==> src/rtl/apb_completer_regbank_pkg.sv <==
// Shared encodings, default widths and the ID constant for the APB register-bank completer.
package apb_pkg;

    localparam int unsigned ADDR_SIZE_DEF = 32;
    localparam int unsigned DATA_SIZE_DEF = 32;
    localparam int unsigned PROT_SIZE_DEF = 3;
    localparam int unsigned CNT_W         = 4;

    localparam logic [31:0] ID_VALUE_DEF = 32'hA9B0_0001;

    localparam logic [1:0] IDLE_ENC  = 2'd0;
    localparam logic [1:0] WAIT_ENC  = 2'd1;
    localparam logic [1:0] READY_ENC = 2'd2;

    typedef enum logic [1:0] {
        IDLE  = IDLE_ENC,
        WAIT  = WAIT_ENC,
        READY = READY_ENC
    } apb_state_e;

endpackage

==> src/rtl/apb_completer_regbank_if.sv <==
// APB bus bundle between the bridge (master) and a completer (slave).
interface apb_completer_regbank_if
    import apb_pkg::*;
#(
    parameter int unsigned ADDR_SIZE = ADDR_SIZE_DEF,
    parameter int unsigned DATA_SIZE = DATA_SIZE_DEF,
    parameter int unsigned PROT_SIZE = PROT_SIZE_DEF,
    parameter int unsigned STRB_SIZE = DATA_SIZE / 8
);
    logic                 PSELX;
    logic                 PENABLE;
    logic                 PWRITE;
    logic [ADDR_SIZE-1:0] PADDR;
    logic [DATA_SIZE-1:0] PWDATA;
    logic [PROT_SIZE-1:0] PPROT;
    logic [STRB_SIZE-1:0] PSTRB;
    logic [DATA_SIZE-1:0] PRDATA;
    logic                 PREADY;
    logic                 PSLVERR;

    modport master (
        output PSELX, PENABLE, PWRITE, PADDR, PWDATA, PPROT, PSTRB,
        input  PRDATA, PREADY, PSLVERR
    );

    modport slave (
        input  PSELX, PENABLE, PWRITE, PADDR, PWDATA, PPROT, PSTRB,
        output PRDATA, PREADY, PSLVERR
    );
endinterface

==> src/rtl/apb_completer_regbank_regbank.sv <==
// Register array with byte-strobe write port and combinational read port; entry 0 reads as ID.
module apb_regbank
    import apb_pkg::*;
#(
    parameter int unsigned          NUM_REGS  = 16,
    parameter int unsigned          DATA_SIZE = DATA_SIZE_DEF,
    parameter int unsigned          STRB_SIZE = DATA_SIZE / 8,
    parameter logic [DATA_SIZE-1:0] ID_VALUE  = DATA_SIZE'(ID_VALUE_DEF)
)
(
    input  logic                        PCLK,
    input  logic                        PRESET,
    input  logic                        we,
    input  logic [$clog2(NUM_REGS)-1:0] widx,
    input  logic [STRB_SIZE-1:0]        wstrb,
    input  logic [DATA_SIZE-1:0]        wdata,
    input  logic [$clog2(NUM_REGS)-1:0] ridx,
    output logic [DATA_SIZE-1:0]        rdata_c
);
    logic [DATA_SIZE-1:0] regs [NUM_REGS];

    // Strobe-masked write; index 0 is read-only and never written.
    always_ff @(posedge PCLK or posedge PRESET) begin
        if (PRESET) begin
            for (int i = 0; i < NUM_REGS; i++) regs[i] <= '0;
        end else if (we && (widx != '0)) begin
            for (int b = 0; b < STRB_SIZE; b++) begin
                if (wstrb[b]) regs[widx][b*8 +: 8] <= wdata[b*8 +: 8];
            end
        end
    end

    // Read port with the ID constant overlaid on index 0.
    always_comb begin
        rdata_c = regs[ridx];
        if (ridx == '0) rdata_c = ID_VALUE;
    end
endmodule

==> src/rtl/apb_completer_regbank.sv <==
// APB completer: FSM with programmable wait states, decode/error checks and a register bank.
module apb_completer_regbank
    import apb_pkg::*;
#(
    parameter int unsigned          ADDR_SIZE   = ADDR_SIZE_DEF,
    parameter int unsigned          DATA_SIZE   = DATA_SIZE_DEF,
    parameter int unsigned          PROT_SIZE   = PROT_SIZE_DEF,
    parameter int unsigned          STRB_SIZE   = DATA_SIZE / 8,
    parameter int unsigned          NUM_REGS    = 16,
    parameter logic [ADDR_SIZE-1:0] BASE_ADDR   = '0,
    parameter int unsigned          WAIT_CYCLES = 2,
    parameter logic [DATA_SIZE-1:0] ID_VALUE    = DATA_SIZE'(ID_VALUE_DEF)
)
(
    input  logic                    PCLK,
    input  logic                    PRESET,
    apb_completer_regbank_if.slave  bus
);
    localparam int unsigned LANE_BITS = $clog2(STRB_SIZE);
    localparam int unsigned IDX_W     = $clog2(NUM_REGS);
    localparam bit          NO_WAIT   = (WAIT_CYCLES == 0);
    localparam logic [CNT_W-1:0] CNT_LOAD = NO_WAIT ? '0 : CNT_W'(WAIT_CYCLES - 1);

    apb_state_e           state, state_nxt;
    logic [CNT_W-1:0]     cnt, cnt_nxt;

    logic                 write_q, err_q;
    logic [IDX_W-1:0]     idx_q;
    logic [STRB_SIZE-1:0] strb_q;
    logic [DATA_SIZE-1:0] wdata_q;
    logic                 pready_q, pslverr_q;
    logic [DATA_SIZE-1:0] prdata_q;

    logic [ADDR_SIZE-1:0] off_c;
    logic                 in_range_c, misalign_c, err_c, setup_c, enter_ready_c;
    logic                 err_sel_c, write_sel_c, commit_c;
    logic [IDX_W-1:0]     idx_c, rd_idx_c;
    logic [DATA_SIZE-1:0] rd_data_c;

    // Address decode and error classification of the live setup phase.
    always_comb begin
        off_c      = bus.PADDR - BASE_ADDR;
        in_range_c = (bus.PADDR >= BASE_ADDR) && (off_c < ADDR_SIZE'(NUM_REGS * STRB_SIZE));
        misalign_c = (bus.PADDR & ADDR_SIZE'(STRB_SIZE - 1)) != '0;
        idx_c      = IDX_W'(off_c >> LANE_BITS);
        err_c      = !in_range_c || misalign_c
                   || (bus.PWRITE && (idx_c == '0))
                   || (!bus.PPROT[0] && (idx_c >= IDX_W'(NUM_REGS / 2)));
    end

    // FSM and wait-counter state register.
    always_ff @(posedge PCLK or posedge PRESET) begin
        if (PRESET) begin
            state <= IDLE;
            cnt   <= '0;
        end else begin
            state <= state_nxt;
            cnt   <= cnt_nxt;
        end
    end

    // Next-state logic; dropping PSELX mid-access aborts back to IDLE.
    always_comb begin
        state_nxt = state;
        cnt_nxt   = cnt;
        setup_c   = 1'b0;
        unique case (state)
            IDLE: begin
                setup_c = bus.PSELX && !bus.PENABLE;
                if (setup_c) begin
                    state_nxt = NO_WAIT ? READY : WAIT;
                    cnt_nxt   = CNT_LOAD;
                end
            end
            WAIT: begin
                if (!bus.PSELX)       state_nxt = IDLE;
                else if (cnt == '0)   state_nxt = READY;
                else                  cnt_nxt   = cnt - CNT_W'(1);
            end
            READY:   state_nxt = IDLE;
            default: state_nxt = IDLE;
        endcase
    end

    // Zero-wait transfers enter READY straight from IDLE, so use live decode there.
    always_comb begin
        enter_ready_c = (state_nxt == READY);
        err_sel_c     = (state == IDLE) ? err_c        : err_q;
        write_sel_c   = (state == IDLE) ? bus.PWRITE   : write_q;
        rd_idx_c      = (state == IDLE) ? idx_c        : idx_q;
        commit_c      = (state == READY) && bus.PSELX && write_q && !err_q;
    end

    // Setup-phase capture and registered bus outputs.
    always_ff @(posedge PCLK or posedge PRESET) begin
        if (PRESET) begin
            write_q   <= 1'b0;
            err_q     <= 1'b0;
            idx_q     <= '0;
            strb_q    <= '0;
            wdata_q   <= '0;
            pready_q  <= 1'b0;
            pslverr_q <= 1'b0;
            prdata_q  <= '0;
        end else begin
            if (setup_c) begin
                write_q <= bus.PWRITE;
                err_q   <= err_c;
                idx_q   <= idx_c;
                strb_q  <= bus.PSTRB;
                wdata_q <= bus.PWDATA;
            end
            pready_q  <= enter_ready_c;
            pslverr_q <= enter_ready_c && err_sel_c;
            if (enter_ready_c) prdata_q <= (err_sel_c || write_sel_c) ? '0 : rd_data_c;
        end
    end

    assign bus.PREADY  = pready_q;
    assign bus.PSLVERR = pslverr_q;
    assign bus.PRDATA  = prdata_q;

    apb_regbank #(
        .NUM_REGS  (NUM_REGS),
        .DATA_SIZE (DATA_SIZE),
        .STRB_SIZE (STRB_SIZE),
        .ID_VALUE  (ID_VALUE)
    ) u_regbank (
        .PCLK    (PCLK),
        .PRESET  (PRESET),
        .we      (commit_c),
        .widx    (idx_q),
        .wstrb   (strb_q),
        .wdata   (wdata_q),
        .ridx    (rd_idx_c),
        .rdata_c (rd_data_c)
    );
endmodule
==> src/flat_wrapper.sv <==
// flat-port wrapper written by rule: the top's interface ports become plain ports
module apb_completer_regbank_flat import apb_pkg::*;
#(
    parameter int unsigned          ADDR_SIZE   = ADDR_SIZE_DEF,
    parameter int unsigned          DATA_SIZE   = DATA_SIZE_DEF,
    parameter int unsigned          PROT_SIZE   = PROT_SIZE_DEF,
    parameter int unsigned          STRB_SIZE   = DATA_SIZE / 8,
    parameter int unsigned          NUM_REGS    = 16,
    parameter logic [ADDR_SIZE-1:0] BASE_ADDR   = '0,
    parameter int unsigned          WAIT_CYCLES = 2,
    parameter logic [DATA_SIZE-1:0] ID_VALUE    = DATA_SIZE'(ID_VALUE_DEF)
)
  (PCLK, PRESET, bus_PSELX, bus_PENABLE, bus_PWRITE, bus_PADDR, bus_PWDATA, bus_PPROT, bus_PSTRB, bus_PRDATA, bus_PREADY, bus_PSLVERR);
  apb_completer_regbank_if #(.ADDR_SIZE(ADDR_SIZE), .DATA_SIZE(DATA_SIZE), .PROT_SIZE(PROT_SIZE), .STRB_SIZE(STRB_SIZE)) bus_i ();
  input  logic PCLK;
  input  logic PRESET;
  input wire logic [$bits(bus_i.PSELX)-1:0] bus_PSELX;
  input wire logic [$bits(bus_i.PENABLE)-1:0] bus_PENABLE;
  input wire logic [$bits(bus_i.PWRITE)-1:0] bus_PWRITE;
  input wire logic [$bits(bus_i.PADDR)-1:0] bus_PADDR;
  input wire logic [$bits(bus_i.PWDATA)-1:0] bus_PWDATA;
  input wire logic [$bits(bus_i.PPROT)-1:0] bus_PPROT;
  input wire logic [$bits(bus_i.PSTRB)-1:0] bus_PSTRB;
  output wire logic [$bits(bus_i.PRDATA)-1:0] bus_PRDATA;
  output wire logic [$bits(bus_i.PREADY)-1:0] bus_PREADY;
  output wire logic [$bits(bus_i.PSLVERR)-1:0] bus_PSLVERR;
  assign bus_i.PSELX = bus_PSELX;
  assign bus_i.PENABLE = bus_PENABLE;
  assign bus_i.PWRITE = bus_PWRITE;
  assign bus_i.PADDR = bus_PADDR;
  assign bus_i.PWDATA = bus_PWDATA;
  assign bus_i.PPROT = bus_PPROT;
  assign bus_i.PSTRB = bus_PSTRB;
  assign bus_PRDATA = bus_i.PRDATA;
  assign bus_PREADY = bus_i.PREADY;
  assign bus_PSLVERR = bus_i.PSLVERR;
  apb_completer_regbank #(.ADDR_SIZE(ADDR_SIZE), .DATA_SIZE(DATA_SIZE), .PROT_SIZE(PROT_SIZE), .STRB_SIZE(STRB_SIZE), .NUM_REGS(NUM_REGS), .BASE_ADDR(BASE_ADDR), .WAIT_CYCLES(WAIT_CYCLES), .ID_VALUE(ID_VALUE)) u_core (.PCLK(PCLK), .PRESET(PRESET), .bus(bus_i));
endmodule
==> config.mk <==
export PLATFORM = sky130hd
export DESIGN_NAME = apb_completer_regbank_flat
export DESIGN_NICKNAME = d
export VERILOG_FILES = /design/src/rtl/apb_completer_regbank_pkg.sv /design/src/rtl/apb_completer_regbank_if.sv /design/src/rtl/apb_completer_regbank_regbank.sv /design/src/rtl/apb_completer_regbank.sv /design/src/flat_wrapper.sv
export SDC_FILE = /design/constraint.sdc
export NUM_CORES = 1
export LEC_CHECK = 0
export CAP_MARGIN = 5
export CORE_MARGIN = 4
export CORE_UTILIZATION = 65
export CTS_CLUSTER_DIAMETER = 30
export DETAILED_ROUTE_END_ITERATION = 10
export GPL_ROUTABILITY_DRIVEN = 0
export PLACE_DENSITY_LB_ADDON = 0.25
export SKIP_CTS_REPAIR_TIMING = 1
export SLEW_MARGIN = 20
export SYNTH_ARGS = -nofsm -noshare
export SYNTH_HDL_FRONTEND = slang
export SYNTH_SLANG_ARGS = --single-unit
==> constraint.sdc <==
create_clock -name PCLK -period 27.3 [get_ports PCLK]
set_clock_uncertainty 0.05 [all_clocks]
set_input_delay 2.73 -clock PCLK [delete_from_list [all_inputs] [get_ports PCLK]]
set_output_delay 2.73 -clock PCLK [all_outputs]
set_load 0.02 [all_outputs]
After elaboration in Yosys (flattened, before gate mapping)
Index checks and enable logic that the tools add are counted.
{ "word_totals": {"in_bits": 76, "word_cells": 103, "reg_bits": 594, "out_inout_bits": 34} }
{ "op_classes": {"magnitude_cmp": 6, "reduce_logical": 26, "bitwise_logic": 2, "n_eq_ne": 6, "mux": 36, "n_addsub": 1} }
{ "ops": {"columns": ["op", "count"], "rows": [
  ["512-bit two-way mux", 7],
  ["512-bit bitwise mux", 4],
  ["32-bit demux with 4-bit select", 4],
  ["32-bit two-way mux", 5],
  ["32-bit binary-select mux with 4-bit select", 1],
  ["32-bit by 1-bit >= comparator with 1-bit output, second input constant", 1],
  ["32-bit by 7-bit < comparator with 1-bit output, second input constant", 1],
  ["32-bit nonzero test", 1],
  ["24-bit two-way mux", 1],
  ["16-bit two-way mux", 1],
  ["4-bit two-way mux", 4],
  ["4-bit zero test", 3],
  ["5-bit >= comparator, second input constant", 2],
  ["1-bit logical AND", 10],
  ["4-bit inverter with 5-bit output", 2],
  ["8-bit two-way mux", 1],
  ["4-bit one-hot mux with 2 select lines", 1],
  ["2-bit two-way mux", 3],
  ["5-bit by 1-bit < comparator with 1-bit output, second input constant", 1],
  ["2-bit equality test, second input constant", 2],
  ["4-bit >= comparator, second input constant", 1],
  ["1-bit zero test", 4],
  ["1-bit logical OR", 4],
  ["2-bit inequality test, second input constant", 2],
  ["9 further kinds", 11]
]} }

Logic depth before layout (Yosys ltp)
{ "logic_depth": {"word_depth": 16, "mapped_depth": 11, "mapped_depth_nobuf": 7} }

By module
Synthesis repeated with hierarchy kept, for this count alone.
{ "unflattened": {"cells_unflattened": 1735, "hier_area_um2": 26502.9} }
{ "modules_own_cells": {"columns": ["module", "area_each_um2", "instances", "seq_area_each_um2", "cells_each"], "rows": [
  ["apb_regbank", 23266.1, 1, 12612.1, 1518],
  ["apb_completer_regbank", 3236.9, 1, 2052.0, 217]
]} }

Least setup slack after synthesis
OpenSTA, ideal clock, no wires.
{ "synth_path": {"path_type": "input-to-reg", "startpoint": "input port bus_PADDR[2]", "endpoint": "register u_core.prdata_q[20], in the netlist u_core.bus.PRDATA[20]", "arrival_time_ns": 4.219, "required_ns": 27.118, "path_slack_ns": 22.898, "path_buffers": 1, "setup_ns": 0.132, "path_stages": 6, "cell_sequence": "or3b_1 and2_1 buf_6 mux4_2 a2111oi_0 o31ai_1"} }
{ "synth_between": {"elab_chain_cells": 9, "elab_cells_between_ends": 21, "cone_classes": "order compare: 3; mux: 7; bitwise: 1; reduce/logical: 10"} }
{ "synth_lines": {"columns": ["item", "line", "source"], "rows": [
  ["start: declaration", "flat_wrapper.sv:20", "input wire logic [$bits(bus_i.PADDR)-1:0] bus_PADDR;"],
  ["32-bit by 1-bit >= comparator with 1-bit output or 32-bit by 7-bit < comparator with 1-bit output (tied branches)", "apb_completer_regbank.sv:43", "in_range_c = (bus.PADDR >= BASE_ADDR) && (off_c < ADDR_SIZE'(NUM_REGS * STRB_SIZE));"],
  ["1-bit logical AND", "apb_completer_regbank.sv:43", null],
  ["1-bit zero test", "apb_completer_regbank.sv:46", "err_c = !in_range_c || misalign_c"],
  ["1-bit logical OR", "apb_completer_regbank.sv:46", null],
  ["1-bit logical OR", "apb_completer_regbank.sv:47", "|| (bus.PWRITE && (idx_c == '0))"],
  ["1-bit logical OR", "apb_completer_regbank.sv:48", "|| (!bus.PPROT[0] && (idx_c >= IDX_W'(NUM_REGS / 2)));"],
  ["1-bit two-way mux", "apb_completer_regbank.sv:88", "err_sel_c = (state == IDLE) ? err_c : err_q;"],
  ["1-bit logical OR", "apb_completer_regbank.sv:115", "if (enter_ready_c) prdata_q <= (err_sel_c || write_sel_c) ? '0 : rd_data_c;"],
  ["32-bit two-way mux *", "apb_completer_regbank.sv:115", null],
  ["end signal: assignment", "apb_completer_regbank.sv:115", null],
  ["end: declaration", "apb_completer_regbank.sv:32", "logic [DATA_SIZE-1:0] prdata_q;"]
]} }
Mark *: on every way between the ends. The rest lies on a longest branch, timed or not. The select of a mux whose other input is x is not followed.
A chain may end at the register's enable or synchronous reset.

Worst setup path after layout
{ "layout_path": {"startpoint": "input port bus_PADDR[2]", "endpoint": "register u_core.prdata_q[26], in the netlist u_core.bus.PRDATA[26]"} }
Same word-level chain as after synthesis.

==> flow_metrics.tcl <==
set metrics [dict create \
    drv_slew 0 \
    synthXorXnorAreaFrac_pct 0.06730 \
    syn_to_final_growth_pct 20.73 \
    p_int_mw 2.016 \
    clkSlewWorstSetupHoldPaths_ns 0.05 \
    synth_simple_gate_area_share_pct 6.028 \
    yosys-top-cells-count "dfrtp_1, mux2_2, nand2_1" \
    cts_sinks 586 \
    antennaDiodeCount 0 \
    root_buffer "clkbuf_16" \
    p_leak_nw 15.14 \
    synth.distinct_cells 55 \
    wl_per_cell_um 25.51 \
    finalSetupViolCount 0 \
    syn_area_mm2 0.02603 \
    num_rows 73 \
    status "completed" \
    synth_most_common_cell "dfrtp_1" \
    cts_buffers 113 \
    fin_nets 2253 \
    yosysTopAreaCell "dfrtp_1" \
    hold_viol 0 \
    maxCapViolations 0 \
    grt_pass1_wl_um 110600 \
    synth_cells 2085 \
    synth-seq-area-share_pct 56.34 \
    grt_max_degree 133 \
    path_max_fanout 61 \
    insertion_delay_ns 0.64 \
    syn_nets 2163 \
    synth.top_cell.area_share_pct 56.34 \
    final_area_mm2 0.03142 \
    fmax_ghz 0.1733 \
    cts_buffer_depth 3 \
    ant_nets 0 \
    p_switching_uw 841.3 \
    die_x_um 208.1 \
    grt_pass1_vias 19650 \
    coreArea_mm2 0.03964 \
    cp-start-kind "primary input" \
    vias 18430 \
    die_area_mm2 0.04331 \
    final.setup.tns_ns 0 \
    grt_overflow 0 \
    drt-total-wl_um 71350 \
    synth_ff_type "dfrtp_1" \
    avgViaCountPerCell 6.590 \
    place.detailed.hpwl_um 39380 \
    swShare_pct 29.44 \
    synthArstFlopShare_pct 100.0 \
    synth_edf_count 0 \
    synth-compound-area-share_pct 7.826 \
    worst_slew_pin_slew_ns 1.149 \
    critPathKind "primary input to register" \
    avgSynthCellArea_um2 12.48 \
    clkPwrFrac_pct 50.9 \
    firstDrtPassIters 9 \
    combPwrFrac_pct 14.0 \
    drive_above_1_share_pct 33.76 \
    r2r-start "u_core.state[0]" \
    ff2ff_setup_slack_ns 23.48 \
    io_pins 110 \
    yosys_warnings 0 \
    drtIter0Drc 1580 \
    fin_crit_sh_pct 21.14 \
    p_per_area_mw_per_mm2 90.93 \
    r2r-end "u_core.bus.PRDATA[23]" \
    htreeDepth 3 \
    hold_path.class "register to register" \
    endpoint_kind "register" \
    rsz0062_at_grt "no" \
    synth_seq_cells 586 \
    grt_util_all_layers_pct 32.47 \
    relSlewSlack_pct 23.23 \
    holdPathStages 0 \
    drc 0 \
    peakVddDrop_mv 0.06216 \
    hp-start "u_core.u_regbank.regs[502]" \
    yosys-top-cells-area "dfrtp_1, mux2_2, mux2i_1" \
    synth.area.mux_share_pct 26.99 \
    antenna_found_initial 0 \
    start_util_pct 65.66 \
    synth_top_family_by_area "multiplexers" \
    crit_arrival_ns 6.19 \
    r2r_cells 6 \
    die_y_um 208.1 \
    synth_fa_ha_area_share_pct 0.09614 \
    min_to "u_core.u_regbank.regs[502]" \
    io_buffers 107 \
    p_seq_share_pct 35.1 \
    required_ns 27.71 \
    post_dp_cell_area_mm2 0.02736 \
    period_needed_ns 5.771 \
    cts_tree "built" \
]
==> sequential cells by signal, summed over array words and instances, names as in the netlist <==
| signal | flops |
|---|---|
| u_core.idx_q | 4 |
| u_core.write_q | 1 |
| u_core.bus.PSLVERR | 1 |
| u_core.wdata_q | 32 |
| u_core.bus.PRDATA | 32 |
| u_core.u_regbank.regs | 504 |
| u_core.cnt | 4 |
| u_core.state | 2 |
| u_core.err_q | 1 |
| u_core.bus.PREADY | 1 |
| u_core.strb_q | 4 |
==> how the worst max path moves through the flow <==
stage / start / endpoint / slack (ns) / cells past startpoint
floorplan: PRESET / u_core.bus.PRDATA[0] / 8.12 / 1
global placement: bus_PADDR[2] / u_core.bus.PRDATA[26] / 21.03 / 8
detailed placement: bus_PADDR[2] / u_core.bus.PRDATA[26] / 21.01 / 8
CTS: bus_PADDR[2] / u_core.bus.PRDATA[26] / 21.60 / 8
global route: bus_PADDR[4] / u_core.bus.PRDATA[23] / 21.42 / 7
finish: bus_PADDR[2] / u_core.bus.PRDATA[26] / 21.53 / 8
==> area by class of cell <==
type	count	area [µm²]
sequential	586	14660
multi-input combinational	1334	10740
inverter	8	37.54
timing repair buffer	132	1270
fill	2166	8217
clock buffer	147	3189
clock inverter	65	868.3
tap	525	656.9
==> per-stage QoR <==
stage               util, %  hold WS, ns  setup slack [ns]  total power, mW  std cells
floorplan                 -       0.3784             8.122            1.254       2085
global placement      69.01       0.3149             21.03            1.382       2585
detailed placement    69.01       0.3172             21.01            1.395       2585
CTS                   79.24       0.3281             21.60            2.854       2797
global route          79.27       0.3341             21.42            2.943       2797
finish                79.27       0.3242             21.53            2.857       2797
==> critical path: stages <==
cell             delay (ns)
clkdlybuf4s50_1        0.59
or3b_1                 0.44
nand2_4                0.75
buf_4                  0.75
mux2i_1                0.26
o22ai_1                0.10
o21ai_0                0.37
o211ai_1               0.15
==> power groups by stage <==
| stage | sequential [mW] | clock, mW | combinational (mW) |
|---|---|---|---|
| 2_1_floorplan | 0.941 | 0 | 0.313 |
| 3_3_place_gp | 1.00 | 0 | 0.378 |
| 3_5_place_dp | 1.01 | 0 | 0.386 |
| 4_1_cts | 1.00 | 1.46 | 0.392 |
| 5_1_grt | 1.01 | 1.51 | 0.422 |
| 6_report | 1.00 | 1.45 | 0.400 |
==> layer usage <==
metal	track usage (%)	routed length (µm)	vias up
li1	-	-	7765
met1	40.87	26910	9462
met2	52.56	34500	964
met3	9.168	6776	240
met4	15.49	3162	0
met5	0	0	-
==> kinds of logic after synthesis <==
logic type	after synthesis
compound gates	328
xor+xnor	2
fa+ha+maj	2
buf+inv	165
flops	586
mux	633
simple gates	369
==> cell usage in the layout (no fill, tap or decap), drive strengths merged, types with 23 or more instances in the layout <==
cell type | netlist | routed
dfrtp | 586 | 586
mux2 | 521 | 521
nand2 | 244 | 244
clkbuf | 104 | 147
a21oi | 121 | 121
mux2i | 109 | 109
clkdlybuf4s50 | 0 | 107
nor2 | 56 | 56
o21ai | 53 | 53
o22ai | 44 | 44
clkinv | 0 | 29
buf | 53 | 25
a221oi | 23 | 23
No activity file was read; power rests on OpenSTA's default activity.
